### config.mk
export PLATFORM = sky130hd
export DESIGN_NAME = audio_mixer_dac
export DESIGN_NICKNAME = d
export VERILOG_FILES = /design/src/rtl/audio_mixer_dac_pkg.sv /design/src/rtl/audio_mixer_dac_modulator.sv /design/src/rtl/audio_mixer_dac.sv
export SDC_FILE = /design/constraint.sdc
export NUM_CORES = 1
export LEC_CHECK = 0
export CORE_UTILIZATION = 50
export CTS_BUF_LIST = sky130_fd_sc_hd__clkbuf_8
export DETAILED_ROUTE_END_ITERATION = 6
export PLACE_DENSITY = 0.75
export SYNTH_ARGS = -nofsm -noshare
export SYNTH_HDL_FRONTEND = slang
export SYNTH_SLANG_ARGS = --single-unit
### constraint.sdc
create_clock -name i_clk -period 3.5 [get_ports i_clk]
set_clock_uncertainty 0.2 [all_clocks]
set_input_delay 0.7 -clock i_clk [delete_from_list [all_inputs] [get_ports i_clk]]
set_output_delay 0.7 -clock i_clk [all_outputs]
set_load 0.05 [all_outputs]
### src/rtl/audio_mixer_dac_pkg.sv
// Shared constants and helpers for the sound-generator output stage.
package audio_mixer_dac_pkg;

  localparam int SAMPLE_WIDTH = 9;
  localparam int SUM_WIDTH    = SAMPLE_WIDTH + 1;
  localparam int MIX_WIDTH    = 11;
  localparam int MODE_PWM     = 0;
  localparam int MODE_DSM     = 1;

  typedef logic [SAMPLE_WIDTH-1:0] sample_t;

  function automatic sample_t gate_sample(input sample_t s, input logic mute);
    if (mute) begin
      return {SAMPLE_WIDTH{1'b0}};
    end else begin
      return s;
    end
  endfunction

endpackage

### src/rtl/audio_mixer_dac_modulator.sv
// 1-bit DAC modulator: pending/active hand-off plus PWM counter or
// first-order delta-sigma accumulator, selected at elaboration time.
module dac_modulator #(
  parameter int OUTPUT_MODE = 0,
  parameter int MIX_WIDTH   = 11
) (
  input  logic                 i_clk,
  input  logic                 i_rst,
  input  logic [MIX_WIDTH-1:0] i_sample,
  input  logic                 i_sample_valid,
  output logic                 o_pwm
);
  import audio_mixer_dac_pkg::*;

  logic [MIX_WIDTH-1:0] pending_r, pending_nxt_s;
  logic [MIX_WIDTH-1:0] active_r,  active_nxt_s;
  logic [MIX_WIDTH-1:0] cnt_r,     cnt_nxt_s;
  logic [MIX_WIDTH:0]   acc_r,     acc_nxt_s;
  logic                 pwm_r,     pwm_nxt_s;

  // Next-state logic for both modulator flavours
  always_comb begin
    pending_nxt_s = pending_r;
    active_nxt_s  = active_r;
    cnt_nxt_s     = cnt_r;
    acc_nxt_s     = acc_r;
    pwm_nxt_s     = pwm_r;
    if (i_sample_valid) begin
      pending_nxt_s = i_sample;
    end else begin
      pending_nxt_s = pending_r;
    end
    if (OUTPUT_MODE == MODE_DSM) begin
      active_nxt_s = pending_r;
      acc_nxt_s    = {1'b0, acc_r[MIX_WIDTH-1:0]} + {1'b0, active_r};
      pwm_nxt_s    = acc_r[MIX_WIDTH];
    end else begin
      cnt_nxt_s = cnt_r + {{(MIX_WIDTH-1){1'b0}}, 1'b1};
      // A value arriving on the wrap cycle waits for the next period
      if (cnt_r == {MIX_WIDTH{1'b1}}) begin
        active_nxt_s = pending_r;
      end else begin
        active_nxt_s = active_r;
      end
      pwm_nxt_s = (cnt_r < active_r);
    end
  end

  // Modulator state registers
  always_ff @(posedge i_clk or posedge i_rst) begin
    if (i_rst) begin
      pending_r <= {MIX_WIDTH{1'b0}};
      active_r  <= {MIX_WIDTH{1'b0}};
      cnt_r     <= {MIX_WIDTH{1'b0}};
      acc_r     <= {(MIX_WIDTH+1){1'b0}};
      pwm_r     <= 1'b0;
    end else begin
      pending_r <= pending_nxt_s;
      active_r  <= active_nxt_s;
      cnt_r     <= cnt_nxt_s;
      acc_r     <= acc_nxt_s;
      pwm_r     <= pwm_nxt_s;
    end
  end

  assign o_pwm = pwm_r;

endmodule

### src/rtl/audio_mixer_dac.sv
// Four-channel mixer: mute-gated capture, two-stage adder pipeline and
// a 1-bit DAC modulator driving the audio pin.
module audio_mixer_dac #(
  parameter int OUTPUT_MODE = 0,
  parameter int MIX_WIDTH   = 11
) (
  input  logic                 i_clk,
  input  logic                 i_rst,
  input  logic                 i_sample_stb,
  input  logic [8:0]           i_ch1,
  input  logic [8:0]           i_ch2,
  input  logic [8:0]           i_ch3,
  input  logic [8:0]           i_ch4,
  input  logic [3:0]           i_mute,
  output logic [MIX_WIDTH-1:0] o_sample,
  output logic                 o_sample_valid,
  output logic                 o_pwm
);
  import audio_mixer_dac_pkg::*;

  sample_t              ch_s [4];
  sample_t              cap_r [4];
  logic                 cap_vld_r;
  logic [SUM_WIDTH-1:0] s12_r;
  logic [SUM_WIDTH-1:0] s34_r;
  logic                 sum_vld_r;

  assign ch_s[0] = i_ch1;
  assign ch_s[1] = i_ch2;
  assign ch_s[2] = i_ch3;
  assign ch_s[3] = i_ch4;

  // Stage 0: capture channels on the strobe, zeroing muted ones
  always_ff @(posedge i_clk or posedge i_rst) begin
    if (i_rst) begin
      for (int i = 0; i < 4; i++) begin
        cap_r[i] <= {SAMPLE_WIDTH{1'b0}};
      end
      cap_vld_r <= 1'b0;
    end else begin
      cap_vld_r <= i_sample_stb;
      if (i_sample_stb) begin
        for (int i = 0; i < 4; i++) begin
          cap_r[i] <= gate_sample(ch_s[i], i_mute[i]);
        end
      end
    end
  end

  // Stages 1 and 2: pairwise sums, then the final mix (max 2044, no overflow)
  always_ff @(posedge i_clk or posedge i_rst) begin
    if (i_rst) begin
      s12_r          <= {SUM_WIDTH{1'b0}};
      s34_r          <= {SUM_WIDTH{1'b0}};
      sum_vld_r      <= 1'b0;
      o_sample       <= {MIX_WIDTH{1'b0}};
      o_sample_valid <= 1'b0;
    end else begin
      s12_r          <= {1'b0, cap_r[0]} + {1'b0, cap_r[1]};
      s34_r          <= {1'b0, cap_r[2]} + {1'b0, cap_r[3]};
      sum_vld_r      <= cap_vld_r;
      o_sample_valid <= sum_vld_r;
      if (sum_vld_r) begin
        o_sample <= MIX_WIDTH'(s12_r) + MIX_WIDTH'(s34_r);
      end
    end
  end

  dac_modulator #(
    .OUTPUT_MODE (OUTPUT_MODE),
    .MIX_WIDTH   (MIX_WIDTH)
  ) u_modulator (
    .i_clk          (i_clk),
    .i_rst          (i_rst),
    .i_sample       (o_sample),
    .i_sample_valid (o_sample_valid),
    .o_pwm          (o_pwm)
  );

endmodule

**Word level (Yosys, flattened, before mapping)**

Cells that the tools add are included.

- Add/sub/neg operators: 4
- $lt $le $gt $ge: 1
- Equality and inequality tests: 1
- Muxes and demuxes: 4

Operators by type and width:

| operator | number |
|---|---|
| 9-bit two-way mux | 4 |
| 9-bit by 9-bit adder with 10-bit output | 2 |
| 10-bit by 10-bit adder with 11-bit output | 1 |
| 11-bit by 1-bit adder with 11-bit output (second input constant) | 1 |
| 11-bit equality test (second input constant) | 1 |
| 11-bit < comparator | 1 |

- Register bits after elaboration: 104
- Bits of input ports: 43
- Output and inout port bits: 13
- Word-level logic and storage cells: 24

**Depth between registers and ports, before layout**

Gate-level depths: netlist of run 1.

- Word-level depth: 1
- Mapped depth: 8
- Depth with buffers taken out: 8

**Cells and area by module**

From an unflattened synthesis of run 1, not the netlist that was laid out.

- Cell total of the unflattened synthesis: 481
- Area, all modules: 5082.4 µm²

By module, submodules not included:

| module | times used | cells an instance | area an instance (µm²) | seq. area each (µm²) |
|---|---|---|---|---|
| audio_mixer_dac | 1 | 359 | 3528.4 | 1751.7 |
| dac_modulator | 1 | 122 | 1554.0 | 850.8 |

**Least setup slack after synthesis of run 1**

OpenSTA, ideal clock, no wires.

- Kind: register to register
- Start: reg s12_r[0]
- End: reg o_sample[8]
- Library setup time: 0.125 ns
- Data arrival time: 1.672 ns
- Data required time: 3.175 ns
- Slack: 1.503 ns
- Cell stages (with the launch flop): 9
- Buffers on the path: 0
- Clock period less this slack: 1.997 ns
- Cells stage by stage: dfrtp_1 > ha_1 > inv_1 > fa_1 > nor2b_1 > o31a_1 > o21ai_1 > xnor2_1 > mux2_2

- Longest elaborated chain between the ends: 1

RTL lines:

| element | RTL line | text |
|---|---|---|
| start, declared | audio_mixer_dac.sv:24 | `logic [SUM_WIDTH-1:0] s12_r;` |
| start signal, assigned | audio_mixer_dac.sv:53 | `s12_r <= {SUM_WIDTH{1'b0}};` |
| start signal, assigned | audio_mixer_dac.sv:59 | `s12_r <= {1'b0, cap_r[0]} + {1'b0, cap_r[1]};` |
| 10-bit by 10-bit adder with 11-bit output | audio_mixer_dac.sv:64 | `o_sample <= MIX_WIDTH'(s12_r) + MIX_WIDTH'(s34_r);` |
| end signal, assigned | audio_mixer_dac.sv:56 | `o_sample <= {MIX_WIDTH{1'b0}};` |
| end signal, assigned | audio_mixer_dac.sv:64 |  |
| end, declared | audio_mixer_dac.sv:15 | `output logic [MIX_WIDTH-1:0] o_sample,` |

Every way passes these cells.
A chain may end at the register's enable or synchronous reset.

**Final worst setup path of run 1**

- Start: reg o_sample_valid
- End: out o_sample_valid

RTL lines:

| element | RTL line | text |
|---|---|---|
| start, declared | audio_mixer_dac.sv:16 | `output logic o_sample_valid,` |
| start signal, assigned | audio_mixer_dac.sv:62 | `o_sample_valid <= sum_vld_r;` |

No word-level cell between the ends.

==> results of run 1 <==
==> worst paths after layout <==
kind                       slack, ps                              endpoint  cells after the start                     start
min reg2reg                      150                   sum_vld_r$_DFF_PP0_                      0       cap_vld_r$_DFF_PP0_
max in group asynchronous       2060                 cap_r[18]$_DFFE_PP0P_                      3                     i_rst
min                              150                   sum_vld_r$_DFF_PP0_                      0       cap_vld_r$_DFF_PP0_
max                              710                        o_sample_valid                      1  o_sample_valid$_DFF_PP0_
max reg2reg                     1290               o_sample[5]$_DFFE_PP0P_                      6        s12_r[1]$_DFF_PP0_
min in group asynchronous        620  u_modulator.pending_r[0]$_DFFE_PP0P_                      3                     i_rst
==> cell type report <==
type                            instances  area (um2)  area share
Clock inverter                          7        56.3     0.00946
Inverter                               56         214      0.0359
Sequential cell                       104        2600       0.437
Timing Repair Buffer                   57         578      0.0971
Clock buffer                            9         124      0.0208
Multi-Input combinational cell        297        2210       0.372
Tap cell                              133         166      0.0279
==> metal layers <==
layer	vias to the layer above	global-route usage
met4	0	0.0758
met1	1599	0.234
li1	1707	-
met2	79	0.325
met5	-	0
met3	20	0.0427
==> logic make-up (layout without fill, tap and decap cells) <==
group                      count (synthesis)  in the layout  share of synthesized area
muxes                                     26             26                     0.0650
and+or+nand+nor                          106            106                      0.102
buffers and inverters                     67            129                     0.0529
AOI/OAI and AO/OA                         98             98                      0.118
xor gates and xnor gates                  25             25                     0.0431
DFF                                      104            104                      0.512
adders and majority gates                 42             42                      0.108
==> power breakdown <==
group	internal [mW]	leakage, nW	switching, mW
clock network	0.267	0.0896	0.412
logic	0.398	1.31	0.517
registers	1.39	1.32	0.127
==> sequential cells by signal, indices dropped and copies added (netlist names) <==
register               flops
cap_r                     36
o_sample                  11
u_modulator.active_r      11
u_modulator.cnt_r         11
u_modulator.pending_r     11
s12_r                     10
s34_r                     10
cap_vld_r                  1
o_sample_valid             1
sum_vld_r                  1
u_modulator.o_pwm          1
==> placed cells by master, fill, tap and decap left out, types with 11 or more instances in the layout <==
cell type / instances
a21oi_1: 11
clkdlybuf4s50_1: 55
dfrtp_1: 104
ha_1: 39
inv_1: 55
mux2_2: 16
nand2_1: 48
nor2_1: 15
o21ai_0: 45
xnor2_1: 20
==> through the flow <==
stage	instances	hold slack (ps)	area, um2	worst slack (ps)	total power, mW
after floorplan	468	131	5090	1350	2.15
after global placement	647	135	5770	1100	2.42
after detailed placement	647	137	5770	1090	2.46
after CTS	663	158	5950	678	3.15
after global routing	663	168	5950	604	3.30
final	663	155	5950	715	3.11
==> out/metrics.yaml, run 1 <==
clock_network:
  tritoncts: "done"
  clock_latency_ps: 370
  clock_sinks: 104
  cts_max_level: 3
  cts_root_buf: "clkbuf_8"
  postCtsSetupBuffers: 0
  cts_max_path_buffers: 2
  clk_pin_slew_ps: 90
  ctsHoldBuffers: 0
  cts_resized: 0
  cts_buffers: 9
drt:
  top_layer: "met4"
  route.met2.wl_um: 4380
  viasPerCell: 5.14
  routed_wl_um: 8860
  antenna_left: 0
  met3_length_um: 316
  drtIter0Drc: 67
  wl_per_cell_um: 13.4
  drtPass1Iterations: 4
  via_count: 3405
  wl_met1_um: 3970
  route.detailed.drc: 0
die:
  pin_count: 56
  initial_core_util: 0.518
  die_h_um: 103
  dieArea_mm2: 0.0106
  core-area_mm2: 0.00982
  fp.dieW_um: 103
  rows: 36
logic_synthesis:
  avgSynthCellArea_um2: 10.9
  synth_edf_count: 0
  synth_area_leaders: "dfrtp_1 (51%), ha_1 (9.6%), o21ai_0 (4.4%), inv_1 (4.1%), mux2_2 (3.5%)"
  ys_ff_latch: 104
  yosysMostFrequentCell: "dfrtp_1"
  synth.cell_area_mm2: 0.00508
  async_reset_ff_frac: 1.00
  syn_inst: 468
  syn_nets: 553
  synth_common_cells: "dfrtp_1 (104), inv_1 (55), nand2_1 (48)"
  yosysWarnings: 0
  synth_top_area_frac: 0.512
  ys_seq_area_frac: 0.512
  yosys.area.top_type: "dfrtp_1"
  yosys.cell_types.count: 46
  dominantRegCellSynth: "dfrtp_1"
power_and_ir_drop:
  p_leak_nw: 2.72
  ir_worst_vdd_uv: 241
  cellPowerDensity_mw_per_mm2: 523
placement:
  gp_congestion: 0.833
  hpwl_um: 6710
  io_buffers: 55
min_path:
  min_path_type: "reg2reg"
timing:
  rsz0062_at_grt: "false"
  fmax_ghz: 0.359
  worst_pin_slew_ps: 592
  slew_headroom: 0.605
  setup_viol_count_final: 0
  period_needed_ps: 2790
  final.setup.tns_ps: 0
  finalHoldViolations: 0
  maxSlewViolCount: 0
  fin_crit_sh: 0.796
layout:
  drive_above_1_share: 0.0925
  syn_to_final_growth_pct: 17.1
  final_util: 0.606
  fillers: 848
  nets: 610
  diodes: 0
global_route:
  first_global_vias: 3407
  grt_max_degree: 105
  antenna_found_initial: 0
  grt_usage: 0.190
  grt_first_pass_wirelength_um: 15400
  grt_overflow_total: 0
setup_path:
  cp.buffers_inverters: 1
  max_stage_delay_ps: 890
  cp_max_fo: 12
  required_ps: 2600
  worstSetupEndpointType: "output port"
  crit_path_start_kind: "flop"
  cp.arrival_ps: 1890
  crit_type: "reg2out"
  path_cells: "clkdlybuf4s50_1"
  worst_path_dominant_cell_family: "buffers and inverters"
  slowest_stage: "clkdlybuf4s50_1"
flow_run:
  maxCapViolCount: 0
run_status:
  outcome: "finished, final reports clean"
Note: power is estimated with default switching activity, not from simulation.
==> run 2: changes to the inputs <==
--- a/config.mk
+++ b/config.mk
@@ -8,7 +8,7 @@
 export CORE_UTILIZATION = 50
 export CTS_BUF_LIST = sky130_fd_sc_hd__clkbuf_8
 export DETAILED_ROUTE_END_ITERATION = 6
-export PLACE_DENSITY = 0.75
+export PLACE_DENSITY = 0.72
 export SYNTH_ARGS = -nofsm -noshare
 export SYNTH_HDL_FRONTEND = slang
 export SYNTH_SLANG_ARGS = --single-unit
==> constraint.sdc (replaced) <==
create_clock -name i_clk -period 2.6 [get_ports i_clk]
set_clock_uncertainty 0.2 [all_clocks]
set_input_delay 0.52 -clock i_clk [delete_from_list [all_inputs] [get_ports i_clk]]
set_output_delay 0.52 -clock i_clk [all_outputs]
set_load 0.05 [all_outputs]
==> out/metrics.yaml, run 2 (synthesis gave the netlist of run 1 again) <==
die:
  dieArea_mm2: 0.0106  # unchanged
  initial_core_util: 0.518  # unchanged
  pin_count: 56  # unchanged
  fp.dieW_um: 103  # unchanged
  core-area_mm2: 0.00982  # unchanged
  rows: 36  # unchanged
  die_h_um: 103  # unchanged
setup_path:
  required_ps: 1880  # -720 ps
  worstSetupEndpointType: "output port"
  cp.buffers_inverters: 1  # unchanged
  path_cells: "clkdlybuf4s50_1"
  crit_path_start_kind: "flop"
  timing.rr.end: "o_sample[8]$_DFFE_PP0P_"
  worst_path_dominant_cell_family: "buffers and inverters"
  reg2regPathDepth: 8  # +2
  cp_max_fo: 3  # -9
  r2r_slack_ps: 330  # -960 ps
  slowest_stage: "clkdlybuf4s50_1"
  timing.rr.start: "s12_r[0]$_DFF_PP0_"
  max_stage_delay_ps: 820  # -70 ps
  cp.arrival_ps: 1590  # -300 ps
  crit_type: "reg2out"
drt:
  met3_length_um: 292  # -7.6%
  route.detailed.drc: 0  # unchanged
  routed_wl_um: 8920  # +0.68%
  route.met2.wl_um: 4460  # +1.8%
  via_count: 3395  # -0.29%
  top_layer: "met4"
  drtPass1Iterations: 4  # unchanged
  wl_met1_um: 4040  # +1.7%
  viasPerCell: 5.08  # -1.0%
  drtIter0Drc: 56  # -16%
  wl_per_cell_um: 13.4  # about the same
  antenna_left: 0  # unchanged
clock_network:
  clock_sinks: 104  # unchanged
  cts_max_level: 3  # unchanged
  postCtsSetupBuffers: 0  # unchanged
  cts_resized: 0  # unchanged
  cts_buffers: 9  # unchanged
  clock_latency_ps: 380  # about the same
  cts_max_path_buffers: 2  # unchanged
  clk_pin_slew_ps: 110  # +20 ps
  cts_root_buf: "clkbuf_8"
  tritoncts: "done"
  ctsHoldBuffers: 0  # unchanged
timing:
  setup_viol_count_final: 0  # unchanged
  fin_crit_sh: 0.887
  finalHoldViolations: 0  # unchanged
  rsz0062_at_grt: "false"
  maxSlewViolCount: 0  # unchanged
  fmax_ghz: 0.434
  timing.final.ws_setup_ps: 294  # -420 ps
  period_needed_ps: 2310
  final.setup.tns_ps: 0  # unchanged
  slew_headroom: 0.663  # +0.0590
  worst_pin_slew_ps: 503  # -88.8 ps
layout:
  fillers: 860  # +1.4%
  diodes: 0  # unchanged
  final_common_cell: "dfrtp_1"
  drive_above_1_share: 0.103  # +0.0104
  largest_register_ffs: 36  # unchanged
  largest_register: "cap_r"
  layout_common_cells: "dfrtp_1 (104), clkdlybuf4s50_1 (55), inv_1 (54), nand2_1 (48), o21ai_0 (45)"
  syn_to_final_growth_pct: 18.4
  nets: 615  # +0.82%
global_route:
  grt_max_degree: 34  # -68%
  grt_usage: 0.189  # -0.000231
  first_global_vias: 3428  # +0.62%
  antenna_found_initial: 0  # unchanged
  grt_first_pass_wirelength_um: 15300  # -0.62%
  grt_overflow_total: 0  # unchanged
power_and_ir_drop:
  p_leak_nw: 2.76  # +1.5%
  cellPowerDensity_mw_per_mm2: 702  # +34%
  ir_worst_vdd_uv: 314  # +30%
placement:
  io_buffers: 55  # unchanged
  gp_congestion: 0.815  # -2.2%
  pre_cts_slack_ps: 356  # -732 ps
  hpwl_um: 6970  # +3.8%
min_path:
  min_path_type: "reg2reg"
  hp-start: "cap_vld_r$_DFF_PP0_"
  hold_end: "sum_vld_r$_DFF_PP0_"
  holdPathStages: 0  # unchanged
flow_run:
  maxCapViolCount: 0  # unchanged
run_status:
  outcome: "finished, final reports clean"
## run 2: area by class of cell
| type | instances | area (um2) | share of cell area |
|---|---|---|---|
| clock buffers | 9 | 124 | 0.0206 |
| clock inverters | 7 | 60.1 | 0.00998 |
| inverters | 56 | 214 | 0.0355 |
| multi-input cells | 297 | 2210 | 0.368 |
| flip-flops and latches | 104 | 2600 | 0.432 |
| well taps | 133 | 166 | 0.0276 |
| repair buffers | 62 | 641 | 0.106 |
## run 2: stage by stage
step	hold slack [ps]	utilization	power, mW	area [um2]	cells
final	181	0.613	4.23	6020	668
after global routing	209	0.613	4.47	6020	668
after CTS	178	0.613	4.27	6020	668
after detailed placement	136	0.594	3.32	5840	652
after global placement	138	0.594	3.27	5840	652
after floorplan	131	-	2.90	5090	468
## run 2: worst max path at each step
stage	startpoint	endpoint	slack, ps	depth (start not counted)
4_1_cts	o_sample[1]$_DFFE_PP0P_	o_sample[1]	280	1
5_1_grt	s12_r[0]$_DFF_PP0_	o_sample[8]$_DFFE_PP0P_	210	8
6_report	o_sample[4]$_DFFE_PP0P_	o_sample[4]	290	1
3_5_place_dp	s12_r[0]$_DFF_PP0_	o_sample[8]$_DFFE_PP0P_	360	8
2_1_floorplan	s12_r[0]$_DFF_PP0_	o_sample[8]$_DFFE_PP0P_	600	8
3_3_place_gp	i_sample_stb	cap_r[5]$_DFFE_PP0P_	430	4
## run 2: routing by layer
layer | track usage | up-vias
met5 | 0 | -
met4 | 0.0672 | 0
met3 | 0.0386 | 11
met2 | 0.327 | 65
met1 | 0.237 | 1612
li1 | - | 1707
## run 2: power by group
part / internal (mW) / leakage, nW / switching (mW)
Combinational: 0.544 / 1.34 / 0.701
Sequential: 1.87 / 1.32 / 0.158
Clock: 0.371 / 0.0973 / 0.581
==> run 3: changes to the inputs <==
--- a/config.mk
+++ b/config.mk
@@ -8,7 +8,7 @@
 export CORE_UTILIZATION = 50
 export CTS_BUF_LIST = sky130_fd_sc_hd__clkbuf_8
 export DETAILED_ROUTE_END_ITERATION = 6
-export PLACE_DENSITY = 0.72
+export PLACE_DENSITY = 0.75
 export SYNTH_ARGS = -nofsm -noshare
 export SYNTH_HDL_FRONTEND = slang
 export SYNTH_SLANG_ARGS = --single-unit
==> out/metrics.yaml, run 3 (synthesis gave the netlist of run 1 again) <==
timing:
  fin_crit_sh: 0.887  # about the same
  slew_headroom: 0.629  # -0.0345
  finalHoldViolations: 0  # unchanged
  maxSlewViolCount: 0  # unchanged
  setup_viol_count_final: 0  # unchanged
  rsz0062_at_grt: "false"
  worst_pin_slew_ps: 555  # +52.2 ps
  final.setup.tns_ps: 0  # unchanged
  fmax_ghz: 0.434  # about the same
  hold_ws_ps: 155  # -25.8 ps
  period_needed_ps: 2310  # -0.221 ps
clock_network:
  postCtsSetupBuffers: 0  # unchanged
  cts_buffers: 9  # unchanged
  cts_root_buf: "clkbuf_8"
  tritoncts: "done"
  cts_max_path_buffers: 2  # unchanged
  cts_resized: 0  # unchanged
  clk_pin_slew_ps: 90  # -20 ps
  clock_sinks: 104  # unchanged
  cts_max_level: 3  # unchanged
  clock_latency_ps: 370  # about the same
  ctsHoldBuffers: 0  # unchanged
setup_path:
  r2r_slack_ps: 320  # about the same
  worstSetupEndpointType: "output port"
  crit_cells: 1  # unchanged
  timing.rr.start: "s12_r[0]$_DFF_PP0_"
  cp_max_fo: 3  # unchanged
  crit_path_start_kind: "flop"
  reg2regPathDepth: 8  # unchanged
  max_stage_delay_ps: 820  # about the same
  worst_path_dominant_cell_family: "buffers and inverters"
  path_cells: "clkdlybuf4s50_1"
  cp.buffers_inverters: 1  # unchanged
  required_ps: 1880  # about the same
  crit_type: "reg2out"
  timing.rr.end: "o_sample[8]$_DFFE_PP0P_"
  cp.arrival_ps: 1590  # about the same
  slowest_stage: "clkdlybuf4s50_1"
drt:
  drtPass1Iterations: 4  # unchanged
  viasPerCell: 5.18  # +2.0%
  routed_wl_um: 9070  # +1.7%
  drtIter0Drc: 78  # +39%
  via_count: 3452  # +1.7%
  wl_per_cell_um: 13.6  # +2.0%
  antenna_left: 0  # unchanged
  route.detailed.drc: 0  # unchanged
global_route:
  grt_first_pass_wirelength_um: 15400  # +0.95%
  antenna_found_initial: 0  # unchanged
  grt_usage: 0.191  # +0.00115
  grt_overflow_total: 0  # unchanged
  grt_max_degree: 56  # +65%
  first_global_vias: 3457  # +0.85%
placement:
  place_area_mm2: 0.00581  # -0.47%
  io_buffers: 55  # unchanged
  gp_congestion: 0.818  # +0.36%
  hpwl_um: 7050  # +1.3%
power_and_ir_drop:
  p_leak_nw: 2.74  # -0.66%
  p_total_mw: 4.18  # -1.1%
  pwr-share-clk: 0.216  # -0.009
  combPwrFrac: 0.297  # +0.003
  p_int_mw: 2.77  # -0.52%
  ir_worst_vdd_uv: 323  # +3.0%
  cellPowerDensity_mw_per_mm2: 698  # -0.58%
  switching_share: 0.337  # -0.00367
  p_seq_frac: 0.487  # +0.006
  p_switching_mw: 1.41  # -2.1%
layout:
  layout_common_cells: "dfrtp_1 (104), inv_1 (55), clkdlybuf4s50_1 (55), nand2_1 (48), o21ai_0 (45)"
  nets: 613  # -0.33%
  largest_register_ffs: 36  # unchanged
  largest_register: "cap_r"
  fillers: 842  # -2.1%
  drive_above_1_share: 0.0976  # -0.00524
  diodes: 0  # unchanged
  syn_to_final_growth_pct: 17.8
  final_common_cell: "dfrtp_1"
  design_area_mm2: 0.00599  # -0.50%
die:
  pin_count: 56  # unchanged
  fp.dieW_um: 103  # unchanged
  rows: 36  # unchanged
  initial_core_util: 0.518  # unchanged
  die_h_um: 103  # unchanged
  dieArea_mm2: 0.0106  # unchanged
  core-area_mm2: 0.00982  # unchanged
flow_run:
  maxCapViolCount: 0  # unchanged
min_path:
  holdPathStages: 0  # unchanged
  hp-start: "cap_vld_r$_DFF_PP0_"
  hold_end: "sum_vld_r$_DFF_PP0_"
  min_path_type: "reg2reg"
run_status:
  outcome: "finished, final reports clean"
## run 3: worst max-delay path by stage
| stage | startpoint | to | slack [ps] |
|---|---|---|---|
| 4_1_cts | o_sample[4]$_DFFE_PP0P_ | o_sample[4] | 280 |
| 3_5_place_dp | i_sample_stb | cap_r[8]$_DFFE_PP0P_ | 240 |
| 3_3_place_gp | i_sample_stb | cap_r[15]$_DFFE_PP0P_ | 390 |
| 6_report | o_sample[4]$_DFFE_PP0P_ | o_sample[4] | 290 |
| 2_1_floorplan | s12_r[0]$_DFF_PP0_ | o_sample[8]$_DFFE_PP0P_ | 600 |
| 5_1_grt | s12_r[0]$_DFF_PP0_ | o_sample[8]$_DFFE_PP0P_ | 210 |
## run 3: layout make-up
| type | instances | area (um2) | area share |
|---|---|---|---|
| flip-flops and latches | 104 | 2600 | 0.434 |
| multi-input cells | 297 | 2210 | 0.369 |
| repair buffers | 60 | 613 | 0.102 |
| inverters | 56 | 214 | 0.0357 |
| well taps | 133 | 166 | 0.0278 |
| clock buffers | 9 | 124 | 0.0207 |
| clock inverters | 7 | 57.6 | 0.00961 |
## run 3: power groups by stage
stage / Combinational, mW / Clock [mW] / Sequential [mW]
2_1_floorplan: 0.622 / 0 / 2.28
3_3_place_gp: 1.21 / 0 / 2.06
3_5_place_dp: 1.24 / 0 / 2.08
4_1_cts: 1.25 / 0.932 / 2.04
5_1_grt: 1.36 / 1.00 / 2.07
6_report: 1.24 / 0.904 / 2.04
## run 3: metrics by stage
step,utilization,std cells,setup slack [ps]
finish,0.610,666,295
CTS,0.610,666,285
detailed placement,0.592,650,242
floorplan,-,468,603
global route,0.610,666,214
global placement,0.592,650,394
## run 3: per-layer routing
layer	GRT usage	routed length (um)	vias to the layer above
li1	-	-	1707
met1	0.230	4010	1662
met4	0.0466	79	0
met2	0.346	4670	76
met5	0	0	-
met3	0.0427	320	7
